===== config.mk =====
export PLATFORM = sky130hd
export DESIGN_NAME = mem_port_arbiter_flat
export DESIGN_NICKNAME = d
export VERILOG_FILES = /design/src/rtl/mem_port_arbiter_pkg.sv /design/src/rtl/mem_port_arbiter_if.sv /design/src/rtl/mem_lane_steer.sv /design/src/rtl/mem_port_arbiter.sv /design/src/flat_wrapper.sv
export SDC_FILE = /design/constraint.sdc
export NUM_CORES = 1
export LEC_CHECK = 0
export ABC_AREA = 1
export BUFFER_PORTS_ARGS = -buffer_cell sky130_fd_sc_hd__buf_2
export CORE_MARGIN = 8
export CORE_UTILIZATION = 44
export DETAILED_ROUTE_END_ITERATION = 8
export HOLD_SLACK_MARGIN = 0.03
export PLACE_DENSITY = 0.87
export SYNTH_ARGS = -nofsm -noshare
export SYNTH_HDL_FRONTEND = slang
export SYNTH_HIERARCHICAL = 1
export SYNTH_SLANG_ARGS = --single-unit

===== constraint.sdc =====
create_clock -name clk -period 2.6 [get_ports clk]
set_input_delay 0.13 -clock clk [delete_from_list [all_inputs] [get_ports clk]]
set_output_delay 0.13 -clock clk [all_outputs]
set_load 0.1 [all_outputs]

===== src/rtl/mem_port_arbiter_pkg.sv =====
// Shared encodings for the two-port memory arbiter: access sizes, sequencer
// states and requester IDs.
package mem_port_arbiter_pkg;

    typedef enum logic [1:0] {
        SZ_BYTE = 2'b00,
        SZ_HALF = 2'b01,
        SZ_WORD = 2'b10,
        SZ_RSVD = 2'b11
    } size_e;

    typedef enum logic [1:0] {
        IDLE   = 2'd0,
        ACCESS = 2'd1,
        RESP   = 2'd2
    } state_e;

    typedef enum logic {
        PORT_A = 1'b0,
        PORT_B = 1'b1
    } port_e;

endpackage


===== src/rtl/mem_port_arbiter_if.sv =====
// Bundle of requester (A fetch, B load/store) and memory-side signals.
// master = core + memory instance side, slave = the arbiter.
interface mem_port_arbiter_if #(
    parameter int MEM_ADDR_BITS = 20
);
    logic                     a_req;
    logic [31:0]              a_addr;
    logic                     a_ack;
    logic [31:0]              a_rdata;

    logic                     b_req;
    logic                     b_we;
    logic [1:0]               b_size;
    logic                     b_unsigned;
    logic [31:0]              b_addr;
    logic [31:0]              b_wdata;
    logic                     b_ack;
    logic [31:0]              b_rdata;
    logic                     b_err;

    logic [MEM_ADDR_BITS-1:0] m_addr;
    logic [31:0]              m_wdata;
    logic                     m_str;
    logic [3:0]               m_sel;
    logic                     m_ld;
    logic [31:0]              m_rdata;

    modport master (
        output a_req, a_addr,
        input  a_ack, a_rdata,
        output b_req, b_we, b_size, b_unsigned, b_addr, b_wdata,
        input  b_ack, b_rdata, b_err,
        input  m_addr, m_wdata, m_str, m_sel, m_ld,
        output m_rdata
    );

    modport slave (
        input  a_req, a_addr,
        output a_ack, a_rdata,
        input  b_req, b_we, b_size, b_unsigned, b_addr, b_wdata,
        output b_ack, b_rdata, b_err,
        output m_addr, m_wdata, m_str, m_sel, m_ld,
        input  m_rdata
    );

endinterface


===== src/rtl/mem_lane_steer.sv =====
// Combinational byte-lane steering: store replication + byte enables, and
// load right-alignment with sign/zero extension.
module mem_lane_steer
    import mem_port_arbiter_pkg::*;
(
    input  size_e       size,
    input  logic [1:0]  off,
    input  logic        zext,
    input  logic [31:0] st_data,
    input  logic [31:0] ld_raw,
    output logic [3:0]  sel,
    output logic [31:0] st_lanes,
    output logic [31:0] ld_data
);
    logic [4:0]  shamt;
    logic [31:0] shifted;

    // Half accesses look only at off[1]; word and reserved sizes ignore off.
    always_comb begin
        sel      = 4'b1111;
        st_lanes = st_data;
        shamt    = 5'd0;
        case (size)
            SZ_BYTE: begin
                sel      = 4'b0001 << off;
                st_lanes = {4{st_data[7:0]}};
                shamt    = {off, 3'b000};
            end
            SZ_HALF: begin
                sel      = off[1] ? 4'b1100 : 4'b0011;
                st_lanes = {2{st_data[15:0]}};
                shamt    = {off[1], 4'b0000};
            end
            default: ;
        endcase
    end

    assign shifted = ld_raw >> shamt;

    always_comb begin
        ld_data = shifted;
        case (size)
            SZ_BYTE: ld_data = {{24{~zext & shifted[7]}},  shifted[7:0]};
            SZ_HALF: ld_data = {{16{~zext & shifted[15]}}, shifted[15:0]};
            default: ;
        endcase
    end

endmodule


===== src/rtl/mem_port_arbiter.sv =====
// Round-robin IDLE/ACCESS/RESP sequencer sharing one byte-lane memory between
// fetch port A and load/store port B. Define MEM_PORT_ARBITER_ALIGN_CHECK_EN for b_err.
module mem_port_arbiter
    import mem_port_arbiter_pkg::*;
#(
    parameter int MEM_ADDR_BITS = 20,
    parameter int MEM_DATA_BITS = 32
) (
    input  logic               clk,
    input  logic               clr,
    mem_port_arbiter_if.slave  bus
);
    localparam int LANES = MEM_DATA_BITS / 8;

    state_e                   state_q, state_d;
    port_e                    port_q, last_q;
    logic                     we_q, uns_q, err_q;
    size_e                    size_q;
    logic [1:0]               off_q;

    logic [MEM_ADDR_BITS-1:0] m_addr_q;
    logic [31:0]              m_wdata_q;
    logic [LANES-1:0]         m_sel_q;
    logic                     m_str_q, m_ld_q;

    logic                     a_win, b_win, b_mis, grant;
    size_e                    b_sz, st_size;
    logic [1:0]               st_off;
    logic                     st_uns;
    logic [3:0]               st_sel;
    logic [31:0]              st_lanes, ld_data;
    logic                     unused_ok;

    assign unused_ok = ^{bus.a_addr, bus.b_addr};
    assign b_sz      = size_e'(bus.b_size);

    // Under contention the port that did not win last time goes next.
    always_comb begin
        a_win = 1'b0;
        b_win = 1'b0;
        if (bus.a_req && bus.b_req) begin
            if (last_q == PORT_B) a_win = 1'b1;
            else                  b_win = 1'b1;
        end else if (bus.a_req) begin
            a_win = 1'b1;
        end else if (bus.b_req) begin
            b_win = 1'b1;
        end
    end
    assign grant = (state_q == IDLE) && (a_win || b_win);

`ifdef MEM_PORT_ARBITER_ALIGN_CHECK_EN
    assign b_mis = (b_sz == SZ_RSVD) ||
                   (b_sz == SZ_HALF && bus.b_addr[0]) ||
                   (b_sz == SZ_WORD && bus.b_addr[1:0] != 2'b00);
`else
    assign b_mis = 1'b0;
`endif

    // One steering instance: live request fields in IDLE, latched ones in RESP.
    always_comb begin
        if (state_q == IDLE) begin
            st_size = a_win ? SZ_WORD : b_sz;
            st_off  = a_win ? bus.a_addr[1:0] : bus.b_addr[1:0];
            st_uns  = bus.b_unsigned;
        end else begin
            st_size = size_q;
            st_off  = off_q;
            st_uns  = uns_q;
        end
    end

    mem_lane_steer u_steer (
        .size     (st_size),
        .off      (st_off),
        .zext     (st_uns),
        .st_data  (bus.b_wdata),
        .ld_raw   (bus.m_rdata),
        .sel      (st_sel),
        .st_lanes (st_lanes),
        .ld_data  (ld_data)
    );

    always_comb begin
        state_d = state_q;
        case (state_q)
            IDLE:    if (a_win || b_win) state_d = (b_win && b_mis) ? RESP : ACCESS;
            ACCESS:  state_d = RESP;
            RESP:    state_d = IDLE;
            default: state_d = IDLE;
        endcase
    end

    always_ff @(posedge clk or posedge clr) begin
        if (clr) state_q <= IDLE;
        else     state_q <= state_d;
    end

    // Memory strobes are loaded on the grant edge so they are live only in ACCESS.
    always_ff @(posedge clk or posedge clr) begin
        if (clr) begin
            port_q    <= PORT_A;
            last_q    <= PORT_B;
            we_q      <= 1'b0;
            uns_q     <= 1'b0;
            err_q     <= 1'b0;
            size_q    <= SZ_WORD;
            off_q     <= 2'b00;
            m_addr_q  <= '0;
            m_wdata_q <= '0;
            m_sel_q   <= '0;
            m_str_q   <= 1'b0;
            m_ld_q    <= 1'b0;
        end else begin
            m_addr_q  <= '0;
            m_wdata_q <= '0;
            m_sel_q   <= '0;
            m_str_q   <= 1'b0;
            m_ld_q    <= 1'b0;
            if (grant) begin
                port_q <= a_win ? PORT_A : PORT_B;
                last_q <= a_win ? PORT_A : PORT_B;
                we_q   <= b_win & bus.b_we;
                uns_q  <= st_uns;
                err_q  <= b_win & b_mis;
                size_q <= st_size;
                off_q  <= st_off;
                if (!(b_win && b_mis)) begin
                    m_addr_q  <= a_win ? bus.a_addr[MEM_ADDR_BITS+1:2]
                                       : bus.b_addr[MEM_ADDR_BITS+1:2];
                    m_wdata_q <= (b_win && bus.b_we) ? st_lanes : 32'h0;
                    m_sel_q   <= st_sel;
                    m_str_q   <= b_win & bus.b_we;
                    m_ld_q    <= ~(b_win & bus.b_we);
                end
            end
        end
    end

    assign bus.m_addr  = m_addr_q;
    assign bus.m_wdata = m_wdata_q;
    assign bus.m_sel   = m_sel_q;
    assign bus.m_str   = m_str_q;
    assign bus.m_ld    = m_ld_q;

    assign bus.a_ack   = (state_q == RESP) && (port_q == PORT_A);
    assign bus.b_ack   = (state_q == RESP) && (port_q == PORT_B);
    assign bus.b_err   = bus.b_ack && err_q;
    assign bus.a_rdata = bus.a_ack ? ld_data : 32'h0;
    assign bus.b_rdata = (bus.b_ack && !we_q && !err_q) ? ld_data : 32'h0;

endmodule


===== src/flat_wrapper.sv =====
// flat-port wrapper written by rule: the top's interface ports become plain ports
module mem_port_arbiter_flat import mem_port_arbiter_pkg::*;
#(
    parameter int MEM_ADDR_BITS = 20,
    parameter int MEM_DATA_BITS = 32
)
  (clk, clr, bus_a_req, bus_a_addr, bus_a_ack, bus_a_rdata, bus_b_req, bus_b_we, bus_b_size, bus_b_unsigned, bus_b_addr, bus_b_wdata, bus_b_ack, bus_b_rdata, bus_b_err, bus_m_addr, bus_m_wdata, bus_m_str, bus_m_sel, bus_m_ld, bus_m_rdata);
  mem_port_arbiter_if #(.MEM_ADDR_BITS(MEM_ADDR_BITS)) bus_i ();
  input  logic clk;
  input  logic clr;
  input wire logic [$bits(bus_i.a_req)-1:0] bus_a_req;
  input wire logic [$bits(bus_i.a_addr)-1:0] bus_a_addr;
  output wire logic [$bits(bus_i.a_ack)-1:0] bus_a_ack;
  output wire logic [$bits(bus_i.a_rdata)-1:0] bus_a_rdata;
  input wire logic [$bits(bus_i.b_req)-1:0] bus_b_req;
  input wire logic [$bits(bus_i.b_we)-1:0] bus_b_we;
  input wire logic [$bits(bus_i.b_size)-1:0] bus_b_size;
  input wire logic [$bits(bus_i.b_unsigned)-1:0] bus_b_unsigned;
  input wire logic [$bits(bus_i.b_addr)-1:0] bus_b_addr;
  input wire logic [$bits(bus_i.b_wdata)-1:0] bus_b_wdata;
  output wire logic [$bits(bus_i.b_ack)-1:0] bus_b_ack;
  output wire logic [$bits(bus_i.b_rdata)-1:0] bus_b_rdata;
  output wire logic [$bits(bus_i.b_err)-1:0] bus_b_err;
  output wire logic [$bits(bus_i.m_addr)-1:0] bus_m_addr;
  output wire logic [$bits(bus_i.m_wdata)-1:0] bus_m_wdata;
  output wire logic [$bits(bus_i.m_str)-1:0] bus_m_str;
  output wire logic [$bits(bus_i.m_sel)-1:0] bus_m_sel;
  output wire logic [$bits(bus_i.m_ld)-1:0] bus_m_ld;
  input wire logic [$bits(bus_i.m_rdata)-1:0] bus_m_rdata;
  assign bus_i.a_req = bus_a_req;
  assign bus_i.a_addr = bus_a_addr;
  assign bus_a_ack = bus_i.a_ack;
  assign bus_a_rdata = bus_i.a_rdata;
  assign bus_i.b_req = bus_b_req;
  assign bus_i.b_we = bus_b_we;
  assign bus_i.b_size = bus_b_size;
  assign bus_i.b_unsigned = bus_b_unsigned;
  assign bus_i.b_addr = bus_b_addr;
  assign bus_i.b_wdata = bus_b_wdata;
  assign bus_b_ack = bus_i.b_ack;
  assign bus_b_rdata = bus_i.b_rdata;
  assign bus_b_err = bus_i.b_err;
  assign bus_m_addr = bus_i.m_addr;
  assign bus_m_wdata = bus_i.m_wdata;
  assign bus_m_str = bus_i.m_str;
  assign bus_m_sel = bus_i.m_sel;
  assign bus_m_ld = bus_i.m_ld;
  assign bus_i.m_rdata = bus_m_rdata;
  mem_port_arbiter #(.MEM_ADDR_BITS(MEM_ADDR_BITS), .MEM_DATA_BITS(MEM_DATA_BITS)) u_core (.clk(clk), .clr(clr), .bus(bus_i));
endmodule

==> results of run 1 <==
cells by family after synthesis:
family | count (synthesis)
other | 1
AND/OR/NAND/NOR | 327
AO/OA/AOI/OAI | 80
flip-flops | 68
buffers and inverters | 150
path summary, 6_finish.rpt:
path | end | start
worst max-delay path | bus_b_rdata[13] | u_core/state_q[0]
worst min-delay path | u_core/bus.m_addr[11] | bus_a_addr[13]
worst max register to register | u_core/bus.m_sel[2] | u_core/last_q
worst min register to register | u_core/size_q[1] | u_core/size_q[1]
max in group asynchronous | u_core/last_q | clr
min in group asynchronous | u_core/bus.m_wdata[3] | clr
tightest hold or removal path, delay by kind of cell:
kind / cells / cell delay, ns
buffers and inverters: 1 / 0.07
AND/OR/NAND/NOR: 1 / 0.08
AO/OA/AOI/OAI: 1 / 0.07
power groups by stage:
| stage | combinational (mW) | clock (mW) | sequential (mW) |
|---|---|---|---|
| detailed placement | 7.94 | 0 | 1.44 |
| floorplan | 4.51 | 0 | 2.86 |
| global route | 10.5 | 1.18 | 1.47 |
| finish | 10.2 | 1.12 | 1.45 |
| CTS | 8.94 | 1.10 | 1.42 |
| global placement | 7.77 | 0 | 1.42 |
area by class of cell:
cell class,instances,area (um2),area share (%)
Clock inverter,5,106.4,1.267
Antenna cell,3,7.507,0.08946
Sequential cell,68,1705,20.32
Clock buffer,11,151.4,1.804
Inverter,107,439.2,5.233
Timing Repair Buffer,318,2965,35.34
Multi-Input combinational cell,409,2850,33.96
Tap cell,133,166.4,1.983
synthesized netlist by cell type:
library cell	instances	area [um2]
sky130_fd_sc_hd__nand2_1	109	409.1
sky130_fd_sc_hd__nand3_2	12	120.1
sky130_fd_sc_hd__buf_2	7	35.03
sky130_fd_sc_hd__a21oi_1	5	25.02
sky130_fd_sc_hd__clkinv_1	1	3.750
sky130_fd_sc_hd__dfstp_2	2	52.55
sky130_fd_sc_hd__buf_4	10	75.07
sky130_fd_sc_hd__nand2_2	11	68.82
sky130_fd_sc_hd__o22ai_1	7	43.79
sky130_fd_sc_hd__o21ai_1	4	20.02
sky130_fd_sc_hd__clkbuf_1	13	48.80
sky130_fd_sc_hd__dfrtp_1	66	1652
sky130_fd_sc_hd__nor2_8	1	20.02
sky130_fd_sc_hd__clkbuf_2	2	10.01
sky130_fd_sc_hd__o211ai_1	10	75.07
sky130_fd_sc_hd__nor3_2	2	20.02
sky130_fd_sc_hd__nand3_1	24	120.1
sky130_fd_sc_hd__or2_2	1	6.260
sky130_fd_sc_hd__inv_1	103	386.6
sky130_fd_sc_hd__o21ai_0	52	260.3
sky130_fd_sc_hd__and2_1	1	6.260
sky130_fd_sc_hd__buf_6	11	123.9
sky130_fd_sc_hd__a22oi_1	1	7.510
sky130_fd_sc_hd__conb_1	1	3.750
sky130_fd_sc_hd__nand3_4	1	17.52
sky130_fd_sc_hd__nand4_1	2	12.51
sky130_fd_sc_hd__o21ai_2	1	8.760
sky130_fd_sc_hd__nor2_4	1	11.26
sky130_fd_sc_hd__nor2_1	162	608.1
sky130_fd_sc_hd__inv_2	3	11.26
per-stage QoR:
step,hold slack [ns],setup WS (ns),total power [mW],util [%]
after floorplan,0.2740,-0.09946,7.365,-
after global placement,0.2825,0.02942,9.197,73.20
after detailed placement,0.2878,-0.1046,9.374,73.20
after CTS,0.03154,-0.1238,11.47,83.22
after global routing,0.03453,-0.4331,13.15,87.44
final,0.03943,-0.4051,12.80,87.47
per-layer routing:
metal	global-route usage, %	share of wire, %	wire [um]	vias up
met1	31.72	31	7857	2759
met2	56.29	50	12420	521
met5	0	0.048	12	-
met4	17.75	8.3	2086	2
li1	-	-	-	2470
met3	7.489	10	2614	188
state kept, by name, indices dropped and copies added (netlist names):
signal,cells
u_core/bus.m_addr,20
u_core/bus.m_ld,1
u_core/bus.m_sel,4
u_core/bus.m_str,1
u_core/bus.m_wdata,32
u_core/last_q,1
u_core/off_q,2
u_core/port_q,1
u_core/size_q,2
u_core/state_q,2
u_core/uns_q,1
u_core/we_q,1
what timing repair did:
| item | in CTS | in global routing |
|---|---|---|
| setup endpoints to repair | 64 | 64 |
| hold buffers | 20 | 0 |
| setup buffers | 15 | 17 |
| cloned | 4 | 3 |
| gates resized for setup | 112 | 78 |
| pin swaps | 32 | 53 |
| hold endpoints to repair | 52 | 0 |
==> insert_results.sql, run 1 <==
INSERT INTO impl_metrics (metric_group, metric, value, unit) VALUES
('worst_setup_path', 'arrival', '2.88', 'ns'),
('cts', 'clock_tree_from_tritoncts', 'yes', ''),
('grt', 'track_usage', '30.97', '%'),
('placed_design', 'hpwl', '12780', 'um'),
('yosys', 'synth.net_count', '762', ''),
('layout', 'fillers', '430', ''),
('layout', 'fin_nets', '1049', ''),
('yosys', 'syn_area', '4263', 'um2'),
('placed_design', 'port_buffers', '239', ''),
('yosys', 'synth_simple_gate_area_share', '33.31', '%'),
('sta', 'finalWorstSetupSlack', '-0.4051', 'ns'),
('sta', 'report.final.setup_viol', '64', ''),
('worst_setup_path', 'cpLargestDelayFamily', 'simple AND/OR/NAND/NOR gates', ''),
('floorplanning', 'std_cell_rows', '36', ''),
('worst_setup_path', 'criticalPathCategory', 'register to primary output', ''),
('yosys', 'synth-compound-area-share', '10.33', '%'),
('cts', 'tritoncts_num_sinks', '68', ''),
('placed_design', 'placedCellCount', '979', ''),
('sta', 'final-hold-violation-count', '0', ''),
('sta', 'grt_setup_unrepaired', 'yes', ''),
('layout', 'finish.cell_count_without_fillers', '1054', ''),
('yosys', 'synthesis.yosys.warnings', '6', ''),
('cts', 'clock_tree.buffer_depth', '2', ''),
('power_and_ir_drop', 'p_leak', '4.327', 'nW'),
('layout', 'layout.cells.most_common_list', 'sky130_fd_sc_hd__buf_2 (175), sky130_fd_sc_hd__nor2_1 (89), sky130_fd_sc_hd__nand2_1 (85), sky130_fd_sc_hd__buf_12 (70), sky130_fd_sc_hd__nor2_4 (68)', ''),
('drt', 'detail_route.drc_violations', '0', ''),
('yosys', 'synthesis.instances', '626', ''),
('worst_setup_path', 'reg2reg_setup_slack', '0.40', 'ns'),
('power_and_ir_drop', 'power.switching_fraction', '61.34', '%'),
('grt', 'grt_first_pass_wirelength', '31080', 'um'),
('yosys', 'synthDistinctLibCells', '30', ''),
('floorplanning', 'design.core.area', '9594', 'um2'),
('drt', 'wire_per_inst', '23.71', 'um'),
('yosys', 'ys_ff_latch', '68', ''),
('yosys', 'synth-adder-area-share', '0', '%'),
('status', 'violations', 'negative setup slack', ''),
('worst_setup_path', 'required_time_at_the_worst_slack_endpoint', '2.47', 'ns'),
('power_and_ir_drop', 'power_frac_seq', '11.4', '%'),
('drt', 'detail_route.vias_per_cell', '5.636', ''),
('sta', 'finalCriticalPeriod', '3.005', 'ns'),
('power_and_ir_drop', 'power.density_cell_area', '1525', 'nW/um2'),
('layout', 'final_common_cell', 'sky130_fd_sc_hd__buf_2', ''),
('power_and_ir_drop', 'vdd.ir_drop.worst', '0.001142', 'V'),
('power_and_ir_drop', 'power.share.combinational', '79.9', '%'),
('worst_hold_path', 'whs_path_depth', '3', ''),
('worst_setup_path', 'timing.critical_path.depth', '15', ''),
('cts', 'clock_insertion_delay_worst_skew', '0.35', 'ns'),
('layout', 'drive_above_1_share', '56.43', '%'),
('sta', 'worst_slew_margin_rel', '34.70', '%'),
('power_and_ir_drop', 'intPower', '4.949', 'mW'),
('drt', 'count_of_routing_violations_after_the_opening_detailed_route_iteration', '626', ''),
('drt', 'final_antenna_net_count', '0', ''),
('placed_design', 'place.gp.congestion', '0.8616', ''),
('worst_hold_path', 'holdCritPathClass', 'input pin to register', ''),
('grt', 'grt_pass1_vias', '5814', ''),
('layout', 'final_design_area_no_fill', '8392', 'um2'),
('sta', 'final-max-slew-violation-count', '0', ''),
('sta', 'timing_worst_slew_pin_value', '0.9795', 'ns'),
('worst_setup_path', 'critical_path.endpoint_type', 'primary output', ''),
('status', 'status', 'finished, violations left', ''),
('sta', 'fin_skew', '0.01089', 'ns'),
('layout', 'area_growth_syn_to_layout', '96.86', '%'),
('grt', 'maximum_number_of_pins_on_one_net_before_global_route_repair', '43', ''),
('sta', 'finalSetupTns', '-15.19', 'ns'),
('run', 'drv.max_cap_violation_count', '0', ''),
('sta', 'post_route_fraction_of_the_period_consumed_by_the_critical_path', '115.6', '%'),
('drt', 'num_vias', '5940', ''),
('sta', 'max_freq', '332.8', 'MHz'),
('cts', 'cts_htree_levels', '3', ''),
('yosys', 'mux_share_of_post_synthesis_cell_area', '0', '%'),
('worst_setup_path', 'timing.critical_path.fanout_max', '21', '');
Power figures use the tool's default switching activity.
==> inputs of run 2 (changes only) <==
--- a/config.mk
+++ b/config.mk
@@ -7,11 +7,13 @@
 export LEC_CHECK = 0
 export ABC_AREA = 1
 export BUFFER_PORTS_ARGS = -buffer_cell sky130_fd_sc_hd__buf_2
+export CELL_PAD_IN_SITES_DETAIL_PLACEMENT = 1
+export CELL_PAD_IN_SITES_GLOBAL_PLACEMENT = 2
 export CORE_MARGIN = 8
-export CORE_UTILIZATION = 44
+export CORE_UTILIZATION = 21
 export DETAILED_ROUTE_END_ITERATION = 8
 export HOLD_SLACK_MARGIN = 0.03
-export PLACE_DENSITY = 0.87
+export PLACE_DENSITY = 0.85
 export SYNTH_ARGS = -nofsm -noshare
 export SYNTH_HDL_FRONTEND = slang
 export SYNTH_HIERARCHICAL = 1
==> run 2 against run 1 <==
The flow still finishes with violations (negative setup slack). Clock power increased by 8%. Clock-buffer cell count did not move. Power decreased by 4.3%. Fmax grew 11%. Hold slack gained 0.00069 ns. Via count down 14%. Die area rose by 92%. Critical path type unchanged. Sequential power barely moved. Wire length is 16% lower. Clock skew fell by 0.0016 ns. Sequential cell count did not move. Final cell count is 13% higher.
==> insert_results.sql, run 2 (synthesized netlist as in run 1, its figures left out) <==
INSERT INTO impl_metrics (metric_group, metric, value, unit) VALUES
('placed_design', 'placement.setup.worst_slack', '-0.03574', 'ns'),
('drt', 'final_antenna_net_count', '0', ''),
('cts', 'cts_made_buffers', '9', ''),
('floorplanning', 'dieArea', '25110', 'um2'),
('worst_setup_path', 'crit_chain', 'inv_2 -> nand2_4 -> nand2_8 -> nand2_4 -> and2_4 -> nor2_8 -> nand2_8 -> buf_12 -> clkinvlp_4 -> o21ai_2 -> o22ai_4 -> inv_2 -> nor2_4 -> buf_12', ''),
('floorplanning', 'std_cell_rows', '52', ''),
('worst_setup_path', 'criticalPathCategory', 'register to primary output', ''),
('drt', 'detail_route.drc_violations', '0', ''),
('drt', 'finalWirelength', '20920', 'um'),
('grt', 'maximum_number_of_pins_on_one_net_before_global_route_repair', '38', ''),
('floorplanning', 'initial_core_util', '21.20', '%'),
('drt', 'wire_per_inst', '17.57', 'um'),
('worst_setup_path', 'worstSetupStartpointType', 'register', ''),
('drt', 'detail_route.vias_per_cell', '4.282', ''),
('layout', 'layout.cells.most_common_list', 'sky130_fd_sc_hd__buf_2 (175), sky130_fd_sc_hd__nand2_1 (97), sky130_fd_sc_hd__nor2_1 (91), sky130_fd_sc_hd__buf_12 (69), sky130_fd_sc_hd__nor2_4 (69)', ''),
('cts', 'tritoncts_num_sinks', '68', ''),
('drt', 'met2_wire_length', '11470', 'um'),
('cts', 'clock_tree.buffer_depth', '2', ''),
('drt', 'num_vias', '5100', ''),
('sta', 'timing_worst_slew_pin_value', '0.7753', 'ns'),
('grt', 'grt_first_pass_wirelength', '31640', 'um'),
('sta', 'hold_slack', '0.04012', 'ns'),
('worst_hold_path', 'holdCritPathClass', 'input pin to register', ''),
('layout', 'final_common_cell', 'sky130_fd_sc_hd__buf_2', ''),
('worst_setup_path', 'arrival', '2.58', 'ns'),
('status', 'violations', 'negative setup slack', ''),
('power_and_ir_drop', 'vdd.ir_drop.worst', '0.0006576', 'V'),
('worst_setup_path', 'reg_to_reg_startpoint', 'u_core/state_q[0]', ''),
('layout', 'fin_nets', '1047', ''),
('grt', 'track_usage', '16.34', '%'),
('worst_setup_path', 'worst_path_largest_cell_delay', '0.53', 'ns'),
('drt', 'highest_layer', 'met4', ''),
('sta', 'finalSetupTns', '-4.061', 'ns'),
('drt', 'count_of_routing_violations_after_the_opening_detailed_route_iteration', '175', ''),
('power_and_ir_drop', 'power.density_cell_area', '1439', 'nW/um2'),
('run', 'drv.max_cap_violation_count', '0', ''),
('floorplanning', 'design.core.area', '20100', 'um2'),
('grt', 'grt_overflow', '0', ''),
('layout', 'fin_util', '42.35', '%'),
('worst_setup_path', 'required_time_at_the_worst_slack_endpoint', '2.47', 'ns'),
('worst_setup_path', 'critPathLaunch', 'u_core/last_q', ''),
('worst_setup_path', 'crit_slowest_cell', 'sky130_fd_sc_hd__dfstp_2', ''),
('drt', 'wl_met1', '8101', 'um'),
('placed_design', 'port_buffers', '239', ''),
('sta', 'report.final.setup_viol', '63', ''),
('floorplanning', 'dieWidth', '158.5', 'um'),
('layout', 'final_design_area_no_fill', '8513', 'um2'),
('layout', 'largest_reg_flops', '32', ''),
('placed_design', 'place.gp.congestion', '0.8155', ''),
('sta', 'fin_skew', '0.009336', 'ns'),
('sta', 'final-max-slew-violation-count', '0', ''),
('drt', 'dr_wl_met3', '850', 'um'),
('placed_design', 'hpwl', '15470', 'um'),
('worst_setup_path', 'timing.critical_path.fanout_max', '8', ''),
('sta', 'grt_setup_unrepaired', 'yes', ''),
('sta', 'finalWorstSetupSlack', '-0.1095', 'ns'),
('sta', 'post_route_fraction_of_the_period_consumed_by_the_critical_path', '104.2', '%'),
('sta', 'worst_slew_margin_rel', '48.23', '%'),
('floorplanning', 'num_io_pins', '261', ''),
('placed_design', 'area_after_detailed_placement', '7291', 'um2'),
('drt', 'drt_first_pass_iters', '4', ''),
('sta', 'max_freq', '369.1', 'MHz'),
('status', 'status', 'finished, violations left', ''),
('grt', 'grt_pass1_vias', '5642', ''),
('sta', 'final-hold-violation-count', '0', ''),
('worst_setup_path', 'critical_path.endpoint_type', 'primary output', ''),
('cts', 'worst_setup_hold_path_clk_slew', '0.06', 'ns'),
('sta', 'finalCriticalPeriod', '2.709', 'ns'),
('layout', 'drive_above_1_share', '55.57', '%'),
('worst_hold_path', 'min_from', 'bus_b_addr[10]', ''),
('cts', 'clock_insertion_delay_worst_skew', '0.33', 'ns'),
('cts', 'cts_htree_levels', '3', ''),
('layout', 'area_growth_syn_to_layout', '99.71', '%'),
('power_and_ir_drop', 'p_leak', '4.342', 'nW'),
('grt', 'number_of_antenna_violations_at_the_first_check_in_global_routing', '5', ''),
('floorplanning', 'die_height', '158.5', 'um'),
('cts', 'clock-root-buffer', 'sky130_fd_sc_hd__clkbuf_16', ''),
('cts', 'clock_tree_from_tritoncts', 'yes', '');
## run 2: cell count changes in the layout (fill, tap and decap cells not counted), sizes merged
cell         before  now
buf             297  307
clkinv            1    5
dlygate4sd3      20    8
clkinvlp          3    2
bufinv            3    1
inv             105  104
diode             3    5
## run 2: timing repair
item                                   CTS  global route
resized for setup                      121            43
endpoints found under the hold margin   38             0
gates cloned                             5             1
pin swaps                               37            39
setup endpoints to repair               64            65
hold buffers                             8             0
buffers inserted                        26             6
## run 2: power breakdown
| group | leakage, nW | switching [mW] | total (mW) | internal (mW) |
|---|---|---|---|---|
| Clock | 0.145 | 0.445 | 1.21 | 0.763 |
| Combinational | 3.29 | 6.68 | 9.62 | 2.94 |
| Sequential | 0.906 | 0.0982 | 1.43 | 1.33 |
| Total | 4.34 | 7.22 | 12.3 | 5.03 |
## run 2: area by class of cell
type	instances	area, um2
Fill cell	2344	11590
Timing Repair Buffer	316	2964
Multi-Input combinational cell	409	2755
Sequential cell	68	1705
Inverter	107	442.9
Tap cell	270	337.8
Clock buffer	11	242.7
Clock inverter	5	52.55
Antenna cell	5	12.51
## run 2: worst paths after layout
kind | cells after the start | slack (ns) | to
max | 14 | -0.11 | bus_b_rdata[4]
min in group asynchronous | 3 | 0.52 | u_core/bus.m_wdata[21]
min reg2reg | 2 | 0.50 | u_core/size_q[1]
min | 3 | 0.04 | u_core/bus.m_addr[8]
max reg2reg | 20 | -0.03 | u_core/size_q[1]
max in group asynchronous | 4 | 1.34 | u_core/size_q[1]
## run 2: worst max-delay path: cells and delay by family (launching register included)
family	cells	cell delay [ns]
and+or+nand+nor	7	0.69
AOI/OAI and AO/OA	2	0.31
DFF	1	0.53
buffers and inverters	5	0.69
## run 2: layer usage
layer	global-route usage, %	up-vias
li1	-	2476
met1	18.48	2486
met2	30.40	113
met3	2.904	25
met4	5.209	0
met5	0	-
## run 2: through the flow
step | power (mW) | instances
floorplan | 7.365 | 626
global placement | 9.510 | 1127
detailed placement | 9.641 | 1127
CTS | 12.00 | 1182
global route | 12.91 | 1191
finish | 12.25 | 1191
